[src/rtl/i2s_transmitter.sv]
// I2S (Philips format) transmitter.
// Serialises stereo sample pairs onto sdata/lrck using the sclk level from the
// upstream clock divider. Everything runs on clk_in; sclk falling edges are
// detected internally and all serial outputs change in the cycle after a fall.
module i2s_transmitter #(
  parameter int DATA_WIDTH = 16,
  parameter int SLOT_WIDTH = 16
) (
  input  logic                  clk_in,
  input  logic                  reset,
  input  logic                  sclk,
  input  logic [DATA_WIDTH-1:0] in_left,
  input  logic [DATA_WIDTH-1:0] in_right,
  input  logic                  in_valid,
  output logic                  in_ready,
  output logic                  lrck,
  output logic                  sdata,
  output logic                  frame_start,
  output logic                  underrun
);

  localparam int FRAME_LEN = 2 * SLOT_WIDTH;
  localparam int CW        = $clog2(FRAME_LEN);
  localparam logic [CW-1:0] C_LAST = CW'(FRAME_LEN - 1);
  localparam logic [CW-1:0] C_SLOT = CW'(SLOT_WIDTH);

  logic                  sclk_d;
  logic                  fall;
  logic [CW-1:0]         cnt;
  logic [CW-1:0]         cnt_next;
  logic [CW-1:0]         cnt_after;
  logic                  frame_load;
  logic [DATA_WIDTH-1:0] hold_left;
  logic [DATA_WIDTH-1:0] hold_right;
  logic [DATA_WIDTH-1:0] frame_left;
  logic [DATA_WIDTH-1:0] frame_right;
  logic [DATA_WIDTH-1:0] load_left;
  logic [DATA_WIDTH-1:0] load_right;
  logic [DATA_WIDTH-1:0] word;
  logic [DATA_WIDTH-1:0] word_shifted;
  logic [CW-1:0]         pos;
  logic                  bit_next;
  logic                  lrck_next;

  assign fall       = sclk_d & ~sclk;
  assign cnt_next   = (cnt == C_LAST) ? '0 : cnt + 1'b1;
  assign cnt_after  = (cnt_next == C_LAST) ? '0 : cnt_next + 1'b1;
  assign frame_load = fall & (cnt_next == '0);
  assign lrck_next  = (cnt_after >= C_SLOT);

  // Frame contents for the bit about to be driven: on a load, the new frame
  // (holding register or silence) must already be visible so the left MSB
  // goes out on the same fall.
  always_comb begin
    load_left  = frame_left;
    load_right = frame_right;
    if (frame_load) begin
      load_left  = in_ready ? '0 : hold_left;
      load_right = in_ready ? '0 : hold_right;
    end
  end

  // Select the slot word and position; positions past DATA_WIDTH shift the
  // word out entirely, which yields the zero padding for free.
  always_comb begin
    word = load_left;
    pos  = cnt_next;
    if (cnt_next >= C_SLOT) begin
      word = load_right;
      pos  = cnt_next - C_SLOT;
    end
    word_shifted = word << pos;
    bit_next     = word_shifted[DATA_WIDTH-1];
  end

  // sclk edge detector
  always_ff @(posedge clk_in) begin
    if (reset) sclk_d <= 1'b0;
    else       sclk_d <= sclk;
  end

  // Bit counter, serial outputs and frame-level pulses, advanced on sclk falls
  always_ff @(posedge clk_in) begin
    if (reset) begin
      cnt         <= C_LAST;
      sdata       <= 1'b0;
      lrck        <= 1'b0;
      frame_left  <= '0;
      frame_right <= '0;
      frame_start <= 1'b0;
      underrun    <= 1'b0;
    end else begin
      frame_start <= 1'b0;
      underrun    <= 1'b0;
      if (fall) begin
        cnt         <= cnt_next;
        sdata       <= bit_next;
        lrck        <= lrck_next;
        frame_left  <= load_left;
        frame_right <= load_right;
        if (frame_load) begin
          frame_start <= 1'b1;
          underrun    <= in_ready;
        end
      end
    end
  end

  // Holding register handshake; a transfer implies the register was empty, so
  // it can never collide with a load that empties it.
  always_ff @(posedge clk_in) begin
    if (reset) begin
      in_ready   <= 1'b1;
      hold_left  <= '0;
      hold_right <= '0;
    end else if (in_valid && in_ready) begin
      hold_left  <= in_left;
      hold_right <= in_right;
      in_ready   <= 1'b0;
    end else if (frame_load && !in_ready) begin
      in_ready   <= 1'b1;
    end
  end

endmodule

[config.mk]
export PLATFORM = sky130hd
export DESIGN_NAME = i2s_transmitter
export DESIGN_NICKNAME = d
export VERILOG_FILES = /design/src/rtl/i2s_transmitter.sv
export SDC_FILE = /design/constraint.sdc
export NUM_CORES = 1
export LEC_CHECK = 0
export ABC_AREA = 1
export BUFFER_PORTS_ARGS = -buffer_cell sky130_fd_sc_hd__buf_4
export CELL_PAD_IN_SITES_DETAIL_PLACEMENT = 0
export CELL_PAD_IN_SITES_GLOBAL_PLACEMENT = 2
export CORE_MARGIN = 1.5
export CORE_UTILIZATION = 29
export DETAILED_ROUTE_END_ITERATION = 10
export PLACE_DENSITY_LB_ADDON = 0.1
export RECOVER_POWER = 50
export SYNTH_ARGS = -nofsm -noshare
export SYNTH_HDL_FRONTEND = slang
export SYNTH_SLANG_ARGS = --single-unit
[constraint.sdc]
create_clock -name clk_in -period 2.1 [get_ports clk_in]
set_input_delay 0.105 -clock clk_in [delete_from_list [all_inputs] [get_ports clk_in]]
set_output_delay 0.105 -clock clk_in [all_outputs]
set_load 0.02 [all_outputs]
==> summary.md <==
| Metric | Value |
|---|---|
| Worst-margin pin slew | 528 ps |
| Reg-to-Reg End | sdata$_SDFFE_PP0P_ |
| Worst Reg-to-Reg Cells | 19 |
| Worst-path clk slew | ~60 ps |
| Die area | 11900 sq um |
| Vias in the first global route | 2869 |
| Num CTS Buffers | 9 |
| Post-synthesis mux area share | 0 |
| Yosys warns | 0 |
| Sequential fraction of design power | 0.398 |
| Crit. Startpoint | cnt[1]$_SDFFE_PP1P_ |
| Largest net degree at the start of global routing | 66 |
| Fmax | 0.428 GHz |
| Switch share | 0.283 |
| Final WS setup | -235 ps |
| Fin crit share | 1.11 |
| Clk_skew | ~6.4 ps |
| Reg area | 1500 sq um |
| Cell Area, Synth | 3270 sq um |
| DR WL met3 | 340 um |
| Effective utilization at floorplan | 0.299 |
| Uppermost layer routed | met4 |
| Syn_nets | just over 500 |
| Crit Reg-Reg Startpoint | cnt[1]$_SDFFE_PP1P_ |
| P per Cell Area | 811 nW/um^2 |
| Setup crit start kind | register |
| Share of power burned in combinational logic | 0.188 |
| Failing checks | setup timing |
| Worst slack at placement | -182 ps |
| Post-Synth Adder-Cell Area | 0.00765 |
| DR pass1 iterations | 4 |
| Average size of a mapped cell | 6.99 sq um |
| # fillers | 1180 |
| Max Fanout on Critical Path | 8 |
| Setup-failing EPs final | 19 |
| CTS sink cnt | 75 |
| Simple-Gate Fraction of Synth Area | 0.268 |
| Port bufs | 40 |
| Period minus WS final | 2330 ps |
| Met1 WL | 4.42 mm |
| Net Switching | 1.07 mW |
| Register area share after synthesis | 0.459 |
| Die Wd | 109 um |
| Tot Pwr | 3.80 mW |
| Iter 0 DRT Violations | 120 |
| Final ANT Viol Nets | 0 |
| Slew Limit Fails | 0 |
| Status | finished with violations |
| Clock tree buffer depth | 2 |
| Largest family of logic cells by synthesized area | simple AND/OR/NAND/NOR gates |
| Worst-Skew Late Latency | 340 ps |
| FP Rows | 38 |
| Per-cell routed wire length | 13.3 um |
| Syn-to-layout area delta | 43.1% |
| Final WL | 9.00 mm |
| Post-Synth XOR/XNOR Area | 0.00268 |
| Core area | 10900 sq um |
| Crit path to | sdata$_SDFFE_PP0P_ |
| TritonCTS clock tree | yes |
| Final std cells w/o fill | around 680 |
| Cells along the critical path | ha_4 > nand2_4 > nor2_4 > ha_4 > inv_4 > a21oi_4 > nand2_2 > nor2_8 > clkbuf_16 > nand3_4 > nand3_2 > nand2_1 > nand3_1 > nand3_1 > nand2_1 > nand2_1 > nand3_1 > nand2_1 > inv_1 |
| Share of cells above drive strength 1 | 0.286 |
| GRT Util Overall | 0.157 |
| # DRC | 0 |
| Maximum VDD drop | 0.461 mV |
| N_diodes | 0 |
| FF+latch count, synth | 75 |
| Final net count | 572 |
| Slowest stage delay, CP | about 360 ps |
| First-pass GRT wire length | 14.1 mm |
| Clock share of power | 0.414 |
| Area after DPL | 3920 sq um |
| CP Data Arrival Time | 2630 ps |
| Initial antenna violation count | 0 |
| Leakage | between 1.5 and 2 nW |
| Syn Inst Count | ~470 |
| Inst Count DP | ~650 |
| Critical Path End Type | register |
| Max-Cap Viols | 0 |
| CP Data Required Time | 2390 ps |
| Fin area | approximately 4700 sq um |
| Root Buffer | clkbuf_16 |
| Dpl hpwl | approximately 5.9 mm |
| Routed vias/inst | 4.60 |
| WS Path Type | register to register |
| RSZ-0062 raised after global routing | yes |
| Highest-delay cell along the critical path | dfxtp_2 |
| H-tree level count | 3 |
| Post-layout util | 0.428 |
| Die Y | approximately 110 um |
| Area of the multi-input gates | 1780 sq um |
| RePlAce Congestion | between 0.8 and 0.9 |
| Slew HR | 0.648 |
| Vias | 3123 |
| R2R Setup Slk | -230 ps |
| Grt total ovfl | 0 |
| Unique cell type count in the Yosys netlist | 23 |
| Worst min path class | input port to register |
| Endpoints failing hold | 0 |
| Wire length on met2 | 4.08 mm |
| Post-synthesis compound-gate area fraction | 0.164 |
| Ports | 41 |
| Pint | 2.72 mW |
| Top cell by count, worst path | nand2_1 |
[per-layer routing]
layer / vias to the layer above / track usage
met4: 0 / 0.0751
li1: 1644 / -
met2: 50 / 0.238
met1: 1417 / 0.208
met3: 12 / 0.0389
met5: - / 0
[worst max-delay path: cells and delay by family (launching register included)]
family	cells	cell delay, ps
DFF	1	360
and+or+nand+nor	13	1130
buffers and inverters	3	340
AOI/OAI and AO/OA	1	140
adders and majority gates	2	310
[repair_timing]
item                       4_1_cts  5_1_grt
hold endpoints to repair         1        0
setup endpoints to repair       16       22
gates resized for setup          7       69
hold buffers                     1        0
buffers inserted                 0        2
pin swaps                        0       25
cloned                           0        6
[sequential cells by signal, indices dropped and copies added, names as in the netlist]
register	count
frame_left	16
frame_right	16
hold_left	16
hold_right	16
cnt	5
frame_start	1
in_ready	1
lrck	1
sclk_d	1
sdata	1
underrun	1
[power by group through the flow]
stage	Sequential [mW]	Clock [mW]	Combinational, mW
5_1_grt	1.52	1.69	0.802
4_1_cts	1.51	1.64	0.611
3_3_place_gp	1.54	0	0.597
6_report	1.51	1.57	0.713
3_5_place_dp	1.54	0	0.598
2_1_floorplan	1.54	0	0.381
[stage by stage]
stage | TNS [ps] | hold WS [ps]
detailed placement | -2060 | 326
CTS | -185 | 30.9
global route | -5080 | 46.6
finish | -2760 | 41.7
global placement | -1040 | 320
floorplan | -107 | 230
[how the worst min path moves through the flow]
stage | to | startpoint | cells after the start
final | hold_left[7]$_SDFFE_PP0P_ | in_left[7] | 3
after global routing | hold_right[1]$_SDFFE_PP0P_ | in_right[1] | 3
after CTS | hold_left[1]$_SDFFE_PP0P_ | in_left[1] | 3
after detailed placement | sclk_d$_SDFF_PP0_ | sclk | 3
after global placement | sclk_d$_SDFF_PP0_ | sclk | 3
after floorplan | sclk_d$_SDFF_PP0_ | sclk | 2
[synth_stat cells, drive strengths merged]
| library cell | count | share of area |
|---|---|---|
| ha | 2 | 0.0076 |
| clkbuf | 22 | 0.025 |
| nand4 | 2 | 0.0038 |
| o211ai | 2 | 0.0046 |
| nor2 | 74 | 0.093 |
| inv | 49 | 0.056 |
| buf | 9 | 0.018 |
| nor3b | 1 | 0.0023 |
| nand2 | 79 | 0.094 |
| xor2 | 1 | 0.0027 |
| nand3 | 49 | 0.075 |
| o21ai | 37 | 0.057 |
| dfxtp | 75 | 0.46 |
| a21oi | 64 | 0.098 |
| a211oi | 2 | 0.0046 |
[cells by family after synthesis]
| logic type | Yosys count |
|---|---|
| flops | 75 |
| fa+ha+maj | 2 |
| simple gates | 205 |
| xor+xnor | 1 |
| buf+inv | 80 |
| compound gates | 105 |
[area by class of cell]
type | instances | share of cell area
inverter | 49 | 0.0425
clock inverter | 6 | 0.0139
timing repair buffer | 83 | 0.151
tap | 140 | 0.0374
timing repair inverter | 1 | 0.00240
clock buffer | 10 | 0.0510
sequential | 75 | 0.321
multi-input combinational | 315 | 0.380
[layout by cell type, fill, tap and decap left out, types with 2 or more instances in the layout]
master	netlist	layout
buf_6	2	2
a21oi_1	64	57
buf_12	0	3
clkbuf_1	22	4
a211oi_2	0	2
nor2_1	71	67
nand3_4	0	6
nand2_1	77	72
nor2_2	1	2
nor2_4	1	4
clkinvlp_4	0	4
clkbuf_16	0	12
nand2_2	1	5
nand2_8	0	2
nand2_4	1	2
o211ai_1	2	2
inv_1	48	47
nand3_2	0	21
buf_4	1	69
dfxtp_1	75	73
nand4_1	2	2
a21oi_2	0	6
dfxtp_2	0	2
o21ai_0	37	36
nand3_1	49	22
ha_4	0	2
No activity file was read; power rests on OpenSTA's default activity.
